**src/rtl/ox_ctrl_pkg.sv**
```systemverilog
// Shared types and constants for the O/X classifier training sequencer.
package ox_ctrl_pkg;

    localparam int unsigned PAT_W       = 16;
    localparam int unsigned SAMPLE_W    = 17;
    localparam int unsigned SETTLE_DEF  = 3;
    localparam int unsigned UPD_LAT_DEF = 2;

    // One stored training sample: {label, pattern}
    typedef struct packed {
        logic             label;
        logic [PAT_W-1:0] pat;
    } sample_t;

    typedef enum logic [3:0] {
        ST_IDLE      = 4'd0,
        ST_APPLY     = 4'd1,
        ST_EVAL      = 4'd2,
        ST_LEARN     = 4'd3,
        ST_HOLD      = 4'd4,
        ST_NEXT      = 4'd5,
        ST_EPOCH_END = 4'd6,
        ST_DONE      = 4'd7,
        ST_INFER     = 4'd8
    } state_t;

endpackage

```
**src/rtl/ox_sample_mem.sv**
```systemverilog
// Training sample register file: synchronous write, combinational read, cleared by reset.
module ox_sample_mem
    import ox_ctrl_pkg::*;
#(
    parameter int unsigned NSAMP = 8,
    parameter int unsigned AW    = 3
) (
    input  logic          clk,
    input  logic          rst_n,
    input  logic          wr_en,
    input  logic [AW-1:0] wr_addr,
    input  sample_t       wr_data,
    input  logic [AW-1:0] rd_addr,
    output sample_t       rd_data_c
);

    sample_t mem [NSAMP];

    always_ff @(posedge clk or negedge rst_n) begin
        if (!rst_n) begin
            for (int i = 0; i < int'(NSAMP); i++) begin
                mem[i] <= '0;
            end
        end else if (wr_en && (32'(wr_addr) < NSAMP)) begin
            mem[wr_addr] <= wr_data;
        end
    end

    assign rd_data_c = (32'(rd_addr) < NSAMP) ? mem[rd_addr] : '0;

endmodule

```
**src/rtl/ox_train_ctrl.sv**
```systemverilog
// Epoch-based training sequencer for the O/X classifier, sharing it with one
// inference requester between runs.
module ox_train_ctrl
    import ox_ctrl_pkg::*;
#(
    parameter int unsigned NSAMP   = 8,
    parameter int unsigned AW      = 3,
    parameter int unsigned SETTLE  = SETTLE_DEF,
    parameter int unsigned UPD_LAT = UPD_LAT_DEF,
    parameter int unsigned EPW     = 8
) (
    input  logic             clk,
    input  logic             rst_n,
    input  logic             start,
    input  logic             abort,
    input  logic [EPW-1:0]   cfg_max_epoch,
    input  logic             wr_en,
    input  logic [AW-1:0]    wr_addr,
    input  logic [PAT_W-1:0] wr_x,
    input  logic             wr_label,
    input  logic             inf_req,
    input  logic [PAT_W-1:0] inf_x,
    output logic             inf_ack,
    output logic             inf_y,
    output logic [PAT_W-1:0] mlp_x,
    output logic             mlp_is_O,
    output logic             mlp_learn,
    input  logic             mlp_y,
    output logic             busy,
    output logic             done,
    output logic             converged,
    output logic [EPW-1:0]   epoch_cnt,
    output logic [AW:0]      err_cnt
);

    localparam int unsigned CMAX = (SETTLE > UPD_LAT) ? SETTLE : UPD_LAT;
    localparam int unsigned CW   = (CMAX > 1) ? $clog2(CMAX) : 1;
    localparam int unsigned EW   = AW + 1;
    localparam logic [CW-1:0] SETTLE_LAST = CW'(SETTLE - 1);
    localparam logic [CW-1:0] HOLD_LAST   = CW'(UPD_LAT - 1);
    localparam logic [AW-1:0] IDX_LAST    = AW'(NSAMP - 1);

    state_t           state, state_nxt;
    logic [CW-1:0]    cnt, cnt_nxt;
    logic [AW-1:0]    idx, idx_nxt, rd_addr;
    logic             from_done, from_done_nxt;
    sample_t          rd_data;
    sample_t          wr_data;

    logic [PAT_W-1:0] x_nxt;
    logic             is_o_nxt, learn_nxt, busy_nxt, done_nxt, conv_nxt;
    logic             ack_nxt, y_nxt;
    logic [EPW-1:0]   ep_nxt, epoch_inc, eff_max;
    logic [AW:0]      err_nxt, err_inc;
    logic             mismatch, last_idx, ep_limit;

    assign wr_data = '{label: wr_label, pat: wr_x};

    // Only the next sample's address is ever needed: idx+1 from NEXT, 0 otherwise
    assign rd_addr = (state == ST_NEXT) ? idx + AW'(1) : '0;

    ox_sample_mem #(
        .NSAMP (NSAMP),
        .AW    (AW)
    ) u_mem (
        .clk       (clk),
        .rst_n     (rst_n),
        .wr_en     (wr_en && !busy),
        .wr_addr   (wr_addr),
        .wr_data   (wr_data),
        .rd_addr   (rd_addr),
        .rd_data_c (rd_data)
    );

    assign mismatch  = (mlp_y != mlp_is_O);
    assign last_idx  = (idx == IDX_LAST);
    assign epoch_inc = (epoch_cnt == '1) ? epoch_cnt : epoch_cnt + EPW'(1);
    assign err_inc   = (err_cnt == '1) ? err_cnt : err_cnt + EW'(1);
    assign eff_max   = (cfg_max_epoch == '0) ? EPW'(1) : cfg_max_epoch;
    assign ep_limit  = (epoch_inc >= eff_max);

    // State register
    always_ff @(posedge clk or negedge rst_n) begin
        if (!rst_n) begin
            state <= ST_IDLE;
        end else begin
            state <= state_nxt;
        end
    end

    // Next-state logic; abort overrides every transition
    always_comb begin
        state_nxt = state;
        case (state)
            ST_IDLE, ST_DONE: begin
                if (start) begin
                    state_nxt = ST_APPLY;
                end else if (inf_req) begin
                    state_nxt = ST_INFER;
                end
            end
            ST_APPLY:     if (cnt == SETTLE_LAST) state_nxt = ST_EVAL;
            ST_EVAL:      state_nxt = mismatch ? ST_LEARN : ST_NEXT;
            ST_LEARN:     state_nxt = ST_HOLD;
            ST_HOLD:      if (cnt == HOLD_LAST) state_nxt = ST_NEXT;
            ST_NEXT:      state_nxt = last_idx ? ST_EPOCH_END : ST_APPLY;
            ST_EPOCH_END: state_nxt = ((err_cnt == '0) || ep_limit) ? ST_DONE : ST_APPLY;
            ST_INFER:     if (cnt == SETTLE_LAST) state_nxt = from_done ? ST_DONE : ST_IDLE;
            default:      state_nxt = ST_IDLE;
        endcase
        if (abort) begin
            state_nxt = ST_IDLE;
        end
    end

    // Output and datapath next values
    always_comb begin
        cnt_nxt       = (state_nxt == state) ? cnt + CW'(1) : '0;
        idx_nxt       = idx;
        from_done_nxt = from_done;
        x_nxt         = mlp_x;
        is_o_nxt      = mlp_is_O;
        learn_nxt     = (state_nxt == ST_LEARN);
        busy_nxt      = !((state_nxt == ST_IDLE) || (state_nxt == ST_DONE));
        done_nxt      = (state_nxt == ST_DONE);
        conv_nxt      = converged;
        ep_nxt        = epoch_cnt;
        err_nxt       = err_cnt;
        ack_nxt       = 1'b0;
        y_nxt         = inf_y;
        if (abort) begin
            if (busy) begin
                conv_nxt = 1'b0;
            end
        end else begin
            case (state)
                ST_IDLE, ST_DONE: begin
                    if (start) begin
                        ep_nxt   = '0;
                        err_nxt  = '0;
                        conv_nxt = 1'b0;
                        idx_nxt  = '0;
                        x_nxt    = rd_data.pat;
                        is_o_nxt = rd_data.label;
                    end else if (inf_req) begin
                        x_nxt         = inf_x;
                        from_done_nxt = (state == ST_DONE);
                    end
                end
                ST_EVAL: begin
                    if (mismatch) begin
                        err_nxt = err_inc;
                    end
                end
                ST_NEXT: begin
                    if (!last_idx) begin
                        idx_nxt  = idx + AW'(1);
                        x_nxt    = rd_data.pat;
                        is_o_nxt = rd_data.label;
                    end
                end
                ST_EPOCH_END: begin
                    ep_nxt = epoch_inc;
                    if (err_cnt == '0) begin
                        conv_nxt = 1'b1;
                    end else if (ep_limit) begin
                        conv_nxt = 1'b0;
                    end else begin
                        err_nxt  = '0;
                        idx_nxt  = '0;
                        x_nxt    = rd_data.pat;
                        is_o_nxt = rd_data.label;
                    end
                end
                ST_INFER: begin
                    if (cnt == SETTLE_LAST) begin
                        ack_nxt = 1'b1;
                        y_nxt   = mlp_y;
                    end
                end
                default: ;
            endcase
        end
    end

    // Registered outputs and datapath
    always_ff @(posedge clk or negedge rst_n) begin
        if (!rst_n) begin
            cnt       <= '0;
            idx       <= '0;
            from_done <= 1'b0;
            mlp_x     <= '0;
            mlp_is_O  <= 1'b0;
            mlp_learn <= 1'b0;
            busy      <= 1'b0;
            done      <= 1'b0;
            converged <= 1'b0;
            epoch_cnt <= '0;
            err_cnt   <= '0;
            inf_ack   <= 1'b0;
            inf_y     <= 1'b0;
        end else begin
            cnt       <= cnt_nxt;
            idx       <= idx_nxt;
            from_done <= from_done_nxt;
            mlp_x     <= x_nxt;
            mlp_is_O  <= is_o_nxt;
            mlp_learn <= learn_nxt;
            busy      <= busy_nxt;
            done      <= done_nxt;
            converged <= conv_nxt;
            epoch_cnt <= ep_nxt;
            err_cnt   <= err_nxt;
            inf_ack   <= ack_nxt;
            inf_y     <= y_nxt;
        end
    end

endmodule

```
**config.mk**
```make
export PLATFORM = sky130hd
export DESIGN_NAME = ox_train_ctrl
export DESIGN_NICKNAME = d
export VERILOG_FILES = /design/src/rtl/ox_ctrl_pkg.sv /design/src/rtl/ox_sample_mem.sv /design/src/rtl/ox_train_ctrl.sv
export SDC_FILE = /design/constraint.sdc
export NUM_CORES = 1
export LEC_CHECK = 0
export BUFFER_PORTS_ARGS = -buffer_cell sky130_fd_sc_hd__clkbuf_2
export CORE_MARGIN = 3
export CORE_UTILIZATION = 40
export CTS_BUF_LIST = sky130_fd_sc_hd__clkbuf_8
export CTS_CLUSTER_SIZE = 40
export DETAILED_ROUTE_END_ITERATION = 16
export HOLD_SLACK_MARGIN = 0.12
export PLACE_DENSITY = 0.53
export SYNTH_ARGS = -nofsm -noshare
export SYNTH_HDL_FRONTEND = slang
export SYNTH_SLANG_ARGS = --single-unit
export TNS_END_PERCENT = 20
```
**constraint.sdc**
```tcl
create_clock -name clk -period 4.4 [get_ports clk]
set_input_delay 0.22 -clock clk [delete_from_list [all_inputs] [get_ports clk]]
set_output_delay 0.22 -clock clk [all_outputs]
set_load 0.01 [all_outputs]
```
Word-level counts from Yosys, hierarchy flattened
Cells that the tools add are included.

word-level totals
  logic and storage cells = 145
  output and inout bits = 35
  register bits = 181

operators by class
  reductions and logical operators = 22
  magnitude comparators = 4
  equality and inequality tests = 27
  multiplexer cells = 54
  bitwise logic cells = 4
  add/sub/neg operators = 4

operators by type and width
  kind                                                      number
  bitwise mux 136 bit                                       1
  2-to-1 mux 16 bit                                         5
  binary-select mux 17 bit (select 3 bit)                   1
  demux 17 bit (select 3 bit)                               1
  2-to-1 mux 17 bit                                         3
  case mux 16 bit (3 select lines)                          1
  2-to-1 mux 4 bit                                          11
  case mux 4 bit (8 select lines)                           1
  2-to-1 mux 3 bit                                          9
  2-to-1 mux 8 bit                                          3
  equality test 4 x 3 -> 1 bit, second input constant       5
  case mux 8 bit (2 select lines)                           1
  equality test 4 x 2 -> 1 bit, second input constant       3
  zero test 4 bit                                           3
  2-to-1 mux 1 bit                                          12
  inequality test 2 bit, second input constant              6
  case mux 4 bit (3 select lines)                           1
  AND reduction 6 bit                                       2
  case mux 3 bit (3 select lines)                           1
  nonzero test 3 bit                                        3
  adder 8 x 1 -> 8 bit, second input constant               1
  equality test 4 bit, second input constant                2
  equality test 8 bit, second input constant                1
  greater-or-equal comparator 4 bit, second input constant  2
  28 further kinds                                          36

Logic depth before layout (Yosys ltp)
Gate-level depths: netlist of run 1.

  depth after elaboration = 10
  mapped depth = 14
  mapped depth without buffers = 13

Modules after synthesis
Synthesis of run 1 repeated with hierarchy kept, for this count alone.

unflattened totals
  cells, all modules = 635
  area total of the unflattened synthesis = 9261.4 sq um

by module, submodules not included
  module         cells each  area each (sq um)  instances  sequential area each (sq um)
  ox_sample_mem  356         6306.0             1          3403.3
  ox_train_ctrl  279         2955.3             1          1126.1

Worst setup path before layout of run 1
No wires, ideal clock.

  path kind = reg-to-reg
  from = register epoch_cnt[0]
  to = register mlp_x[10]
  slack = 1.035 ns
  stages on the path, launching flop included = 15
  data required time = 4.273 ns
  library setup time = 0.127 ns
  data arrival time = 3.238 ns
  cell sequence = dfrtp_1 ha_1 nand2_1 nor3_1 nor2_1 nand3_1 xnor2_1 ha_1 a211o_1 o211ai_1 a21oi_2 nor3_4 nand3b_4 buf_6 mux2_1

between the ends
  longest elaborated chain between the ends = 5
  elaborated cells between the ends (all ways) = 6
  classes of those cells = add/sub (1); order compare (1); eq/ne (2); mux (1); reduce/logical (1)

ends and longest elaborated chain
  what                                                                RTL line              RTL
  from (decl)                                                         ox_train_ctrl.sv:32   output logic [EPW-1:0] epoch_cnt,
  from (signal assigned)                                              ox_train_ctrl.sv:212  epoch_cnt <= ep_nxt;
  adder 8 x 1 -> 8 bit / equality test 8 bit (equally long branches)  ox_train_ctrl.sv:77   assign epoch_inc = (epoch_cnt == '1) ? epoch_cnt : epoch_cnt + EPW'(1);
  2-to-1 mux 8 bit *                                                  ox_train_ctrl.sv:77
  greater-or-equal comparator 8 bit *                                 ox_train_ctrl.sv:80   assign ep_limit = (epoch_inc >= eff_max);
  inequality test 2 bit (no line) *                                   --
  AND reduction 6 bit (no line) *                                     --
  to (signal assigned)                                                ox_train_ctrl.sv:206  mlp_x <= x_nxt;
  to (decl)                                                           ox_train_ctrl.sv:25   output logic [PAT_W-1:0] mlp_x,

Every way passes the cells marked *; elsewhere a longest branch is shown, timed or not.
A chain may end at the register's enable or synchronous reset.

Worst setup path in the final report of run 1
  from = register epoch_cnt[0]
  to = register mlp_x[14]

Same word-level chain as after synthesis.

==> flow_summary.yaml, run 1 <==
detailed_routing:
  post-route-drc-count: 0
  wl_per_cell_um: 19.2
  dr_total_vias: 6597
  ant_nets: 0
  viasPerCell: 5.47
  drt_first_pass_iters: 4
  drtIter0Drc: 356
  wl_mm: 23.2
clock_tree:
  clockBufferDepth: 2
  cts_made_buffers: 17
  hold_buffers: 24
  clkLatencyLatePin_ps: 450
  cts_resized: 0
  cts_tree: "built"
  clk_pin_slew_ps: 100
  cts.sinks: 181
  clockRootBuffer: "clkbuf_8"
  htreeDepth: 4
  postCtsSetupBuffers: 0
worst_setup_path:
  worstPathArrival_ps: 4180
  cp-end-kind: "flip-flop"
  critical_path_class: "reg2reg"
  r2r_cells: 13
  startpoint_type: "flip-flop"
  required_ps: 4730
  cp_max_fo: 16
cells_and_area:
  area_growth_pct: 14.7
  drive_above_1_share_pct: 30.5
  num-nets-final: 946
  layout_commonest_cell: "dfrtp_1"
  fillerInstances: 2099
  final_cell_mix: "180 x dfrtp_1, 102 x mux2_2, 84 x clkbuf_2"
global_route:
  groute.usage.overall_pct: 18.7
  grt_max_degree: 102
  antenna_found_initial: 1
  grt_overflow: 0
  grt_first_pass_wirelength_mm: 37.6
  first_global_vias: 6927
sta:
  hold_viol_final: 0
  post-route-period-util_pct: 87.5
  worstMarginPinSlew_ps: 1140
  min_period_ps: 3850
  slew_headroom_pct: 24.0
  postLayoutSetupSlackWorst_ps: 551
  finalClockSkew_ps: 16.6
  fin_setup_tns_ps: 0
  finalSetupViolCount: 0
  max_freq_ghz: 0.260
  slew_violations: 0
  rsz0062_at_grt: "false"
floorplan:
  die_h_um: 159
  dieArea_mm2: 0.0252
  pin_count: 86
  core_mm2: 0.0228
  row_count: 55
  die_x_um: 159
  start_util_pct: 41.0
synth:
  syn_avg_cell_area_um2: 11.9
  synthArstFlopShare_pct: 100
  synth_cells: 788
  ys_ff_latch: 181
  syn_nets: 854
  yosys_warnings: 0
  synth_edf_count: 0
  synth.yosys.seq_area_share_pct: 48.5
  synth_flop_cell: "dfrtp_1"
  ys_types: 67
  netlist_area_mm2: 0.00934
power_and_ir_drop:
  ir_drop_mv: 0.233
  powerDensity_mw_per_mm2: 442
  p_leak_uw: 0.00455
worst_hold_path:
  min_path_cells: 2
  hold_class: "in2reg"
place:
  post-dp-hpwl_mm: 15.0
  port-buffer-count: 85
  place_congestion: 0.865
  place_ws_ps: 541
flow_run:
  maxCapViolations: 0
outcome:
  outcome: "complete, no violations"
worst max-delay path, stage by stage (launching register included):
cell and delay [ps]:
dfrtp_1 460, ha_1 240, nand2_1 110, nor3_1 530, nor2_1 220, nand3_1 170, xnor2_1 140, ha_1 260
a211o_1 290, o211ai_1 100, a21oi_2 150, nor3_4 280, nand3b_4 330, mux2_1 430
layer usage:
layer | GRT usage (%) | wire, um | vias up
li1 | - | - | 3061
met1 | 24.8 | 10400 | 3403
met2 | 31.8 | 11600 | 129
met3 | 3.57 | 1010 | 4
met4 | 4.30 | 87 | 0
met5 | 0 | 0 | -
report_power, final:
| group | leakage [uW] | switching (uW) | internal (uW) | total [uW] |
|---|---|---|---|---|
| Combinational | 0.00212 | 492 | 659 | 1150 |
| Sequential | 0.00223 | 303 | 2170 | 2480 |
| Clock | 0.000200 | 630 | 471 | 1100 |
| Total | 0.00455 | 1430 | 3310 | 4730 |
cell type report:
class	instances	area [um2]	share of cell area [%]
multi-input cells	532	4510	42.1
clock buffers	18	248	2.31
repair buffers	126	825	7.70
diodes	1	2.50	0.0234
flip-flops and latches	181	4530	42.3
well taps	313	392	3.66
clock inverters	14	129	1.20
inverters	22	82.6	0.771
final timing paths:
| path | startpoint | slack, ps | to |
|---|---|---|---|
| max in group asynchronous | rst_n | 2960 | u_mem.mem[91] |
| min reg2reg | cnt[0] | 490 | cnt[0] |
| min in group asynchronous | rst_n | 470 | done |
| max reg2reg | epoch_cnt[0] | 550 | mlp_x[14] |
| max | epoch_cnt[0] | 550 | mlp_x[14] |
| min | abort | 150 | state[3] |
cell usage after synthesis (19+ instances only):
cell      instances  area (um2)
mux2_1           53         597
nor3b_1          20         150
o21ai_1          24         120
dfrtp_1         181        4530
buf_2            19        95.1
mux2_2          102        1150
nor2_1           59         221
o21ai_0          22         110
inv_1            21        78.8
clkbuf_1         29         109
nand3_1          26         130
state kept, by name, summed over array words and instances, names as in the netlist:
register	flops
done	1
err_cnt	4
busy	1
inf_y	1
mlp_x	16
converged	1
inf_ack	1
cnt	2
mlp_learn	1
from_done	1
epoch_cnt	8
idx	3
mlp_is_O	1
state	4
u_mem.mem	136
cells by family after synthesis:
family / Yosys count / share of synthesized area, %
multiplexers: 176 / 23.3
flip-flops: 181 / 48.5
adder cells (fa/ha/maj): 15 / 2.01
XOR/XNOR: 6 / 0.563
AND/OR/NAND/NOR: 195 / 11.8
buffers and inverters: 75 / 3.55
AO/OA/AOI/OAI: 140 / 10.4
per-stage QoR:
| stage | hold slack (ps) | util, % | power (uW) | std cells | cell area [um2] |
|---|---|---|---|---|---|
| 2_1_floorplan | -75.6 | - | 3260 | 788 | 9340 |
| 3_3_place_gp | 401 | 44.3 | 3580 | 1150 | 10100 |
| 3_5_place_dp | 418 | 44.3 | 3660 | 1150 | 10100 |
| 4_1_cts | 126 | 47.0 | 4800 | 1206 | 10700 |
| 5_1_grt | 161 | 47.0 | 5030 | 1207 | 10700 |
| 6_report | 151 | 47.0 | 4730 | 1207 | 10700 |
Power figures use the tool's default switching activity.
==> inputs of run 2 (changes only) <==
--- a/config.mk
+++ b/config.mk
@@ -7,12 +7,12 @@
 export LEC_CHECK = 0
 export BUFFER_PORTS_ARGS = -buffer_cell sky130_fd_sc_hd__clkbuf_2
 export CORE_MARGIN = 3
-export CORE_UTILIZATION = 40
+export CORE_UTILIZATION = 60
 export CTS_BUF_LIST = sky130_fd_sc_hd__clkbuf_8
 export CTS_CLUSTER_SIZE = 40
 export DETAILED_ROUTE_END_ITERATION = 16
 export HOLD_SLACK_MARGIN = 0.12
-export PLACE_DENSITY = 0.53
+export PLACE_DENSITY = 0.76
 export SYNTH_ARGS = -nofsm -noshare
 export SYNTH_HDL_FRONTEND = slang
 export SYNTH_SLANG_ARGS = --single-unit
==> run 2 against run 1 <==
Via count up 0.70%. Highest routed layer unchanged. Sequential cell count unchanged. Clock power up 5%. Total power up 1.5%. Cell area down 2.0%. Combinational power about the same. Sequential power about the same. Routed wire length down 7.9%. Clock skew down 6.6 ps.
==> flow_summary.yaml, run 2 (same netlist as run 1, synthesis figures left out) <==
worst_setup_path:
  r2r_end: "mlp_x[4]"
  required_ps: 4750
  cp_max_fo: 16
  cp-end-kind: "flip-flop"
  cp-startpoint: "epoch_cnt[0]"
  crit_end: "mlp_x[4]"
  worstPathArrival_ps: 4140
  rrSetupSlack_ps: 600
  r2r_cells: 13
  r2r-start: "epoch_cnt[0]"
  critical_path_class: "reg2reg"
  startpoint_type: "flip-flop"
floorplan:
  start_util_pct: 62.9
  core_mm2: 0.0149
  pin_count: 86
  dieArea_mm2: 0.0171
  die_x_um: 131
  row_count: 44
  die_h_um: 131
detailed_routing:
  post-route-drc-count: 0
  dr_total_vias: 6643
  wl_mm: 21.3
  viasPerCell: 6.23
  wl_per_cell_um: 20.0
  drtIter0Drc: 445
  drt_first_pass_iters: 5
  ant_nets: 0
cells_and_area:
  layout_commonest_cell: "dfrtp_1"
  register_area_mm2: 0.00453
  reg.largest.list: "u_mem.mem x136, mlp_x x16, epoch_cnt x8"
  fin_cells: 1067
  final_cell_mix: "181 x dfrtp_1, 102 x mux2_2, 84 x clkbuf_2"
  num_antenna_cells: 0
  fillerInstances: 1061
  top_register: "u_mem.mem"
  multiInputGateArea_mm2: 0.00450
  stdcell_area_mm2: 0.0105
  num-nets-final: 938
  largest_reg_flops: 136
  area_growth_pct: 12.3
  drive_above_1_share_pct: 29.8
clock_tree:
  clkLatencyLatePin_ps: 460
  htreeDepth: 4
  clk_pin_slew_ps: 90
  cts.sinks: 181
  clockRootBuffer: "clkbuf_8"
  cts_tree: "built"
  cts_made_buffers: 17
  clockBufferDepth: 2
sta:
  worstMarginPinSlew_ps: 1170
  postLayoutSetupSlackWorst_ps: 604
  slew_violations: 0
  min_period_ps: 3800
  slew_headroom_pct: 22.0
  hold_viol_final: 0
  finalClockSkew_ps: 10.0
  post-route-period-util_pct: 86.3
  finalSetupViolCount: 0
  fin_setup_tns_ps: 0
  rsz0062_at_grt: "false"
  max_freq_ghz: 0.263
place:
  dp.cells: 1016
  place_congestion: 0.879
  port-buffer-count: 85
  place_ws_ps: 653
  post-dp-hpwl_mm: 13.7
  place_area_mm2: 0.00988
global_route:
  grt_first_pass_wirelength_mm: 34.7
  grt_max_degree: 102
  grt_overflow: 0
  groute.usage.overall_pct: 26.4
  antenna_found_initial: 0
  first_global_vias: 6750
worst_hold_path:
  hold_class: "in2reg"
  min_path_cells: 4
outcome:
  outcome: "complete, no violations"
flow_run:
  maxCapViolations: 0
power_and_ir_drop:
  ir_drop_mv: 0.271
  p_leak_uw: 0.00452
  powerDensity_mw_per_mm2: 457
==> run 2: final cells by class <==
class | instances | share of cell area (%)
Sequential cell | 181 | 43.2
Inverter | 22 | 0.787
Multi-Input combinational cell | 532 | 42.9
Tap cell | 184 | 2.19
Clock inverter | 10 | 1.25
Clock buffer | 20 | 2.62
Timing Repair Buffer | 118 | 7.09
==> run 2: metrics by stage <==
step | hold slack [ps] | util, % | power [uW]
6_report | 137 | 70.6 | 4800
5_1_grt | 122 | 70.6 | 5080
4_1_cts | 120 | 70.6 | 4830
3_5_place_dp | 383 | 66.5 | 3660
3_3_place_gp | 364 | 66.5 | 3540
2_1_floorplan | -75.6 | - | 3260
==> run 2: timing repair <==
item,in CTS,in global routing
hold buffers,21,0
setup buffers,0,0
resized for setup,0,0
hold endpoints to repair,227,0
==> run 2: report_power, final <==
group / internal (uW) / switching (uW)
Clock: 596 / 566
Sequential: 2180 / 316
Combinational: 656 / 490
Total: 3430 / 1370
==> run 2: critical path: stages (launching register included) <==
cell,delay [ps]
dfrtp_1,450
ha_1,230
nand2_1,120
nor3_1,520
nor2_1,220
nand3_1,190
xnor2_1,140
ha_1,260
a211o_1,290
o211ai_1,100
a21oi_2,140
nor3_4,270
nand3b_4,320
mux2_1,420
==> run 2: worst min-delay path by stage <==
stage | startpoint | endpoint | slack, ps
final | inf_x[13] | mlp_x[13] | 140
after global routing | inf_x[9] | mlp_x[9] | 120
after CTS | inf_x[13] | mlp_x[13] | 120
after detailed placement | rst_n | inf_ack | 380
after global placement | rst_n | inf_y | 360
after floorplan | rst_n | busy | -80
==> run 2: metal layers <==
layer	GRT usage [%]	vias to the layer above	routed length, um
met5	0	-	0
met4	8.35	0	290
met3	5.08	23	1080
met2	45.4	197	11100
met1	34.2	3377	8830
li1	-	3046	-
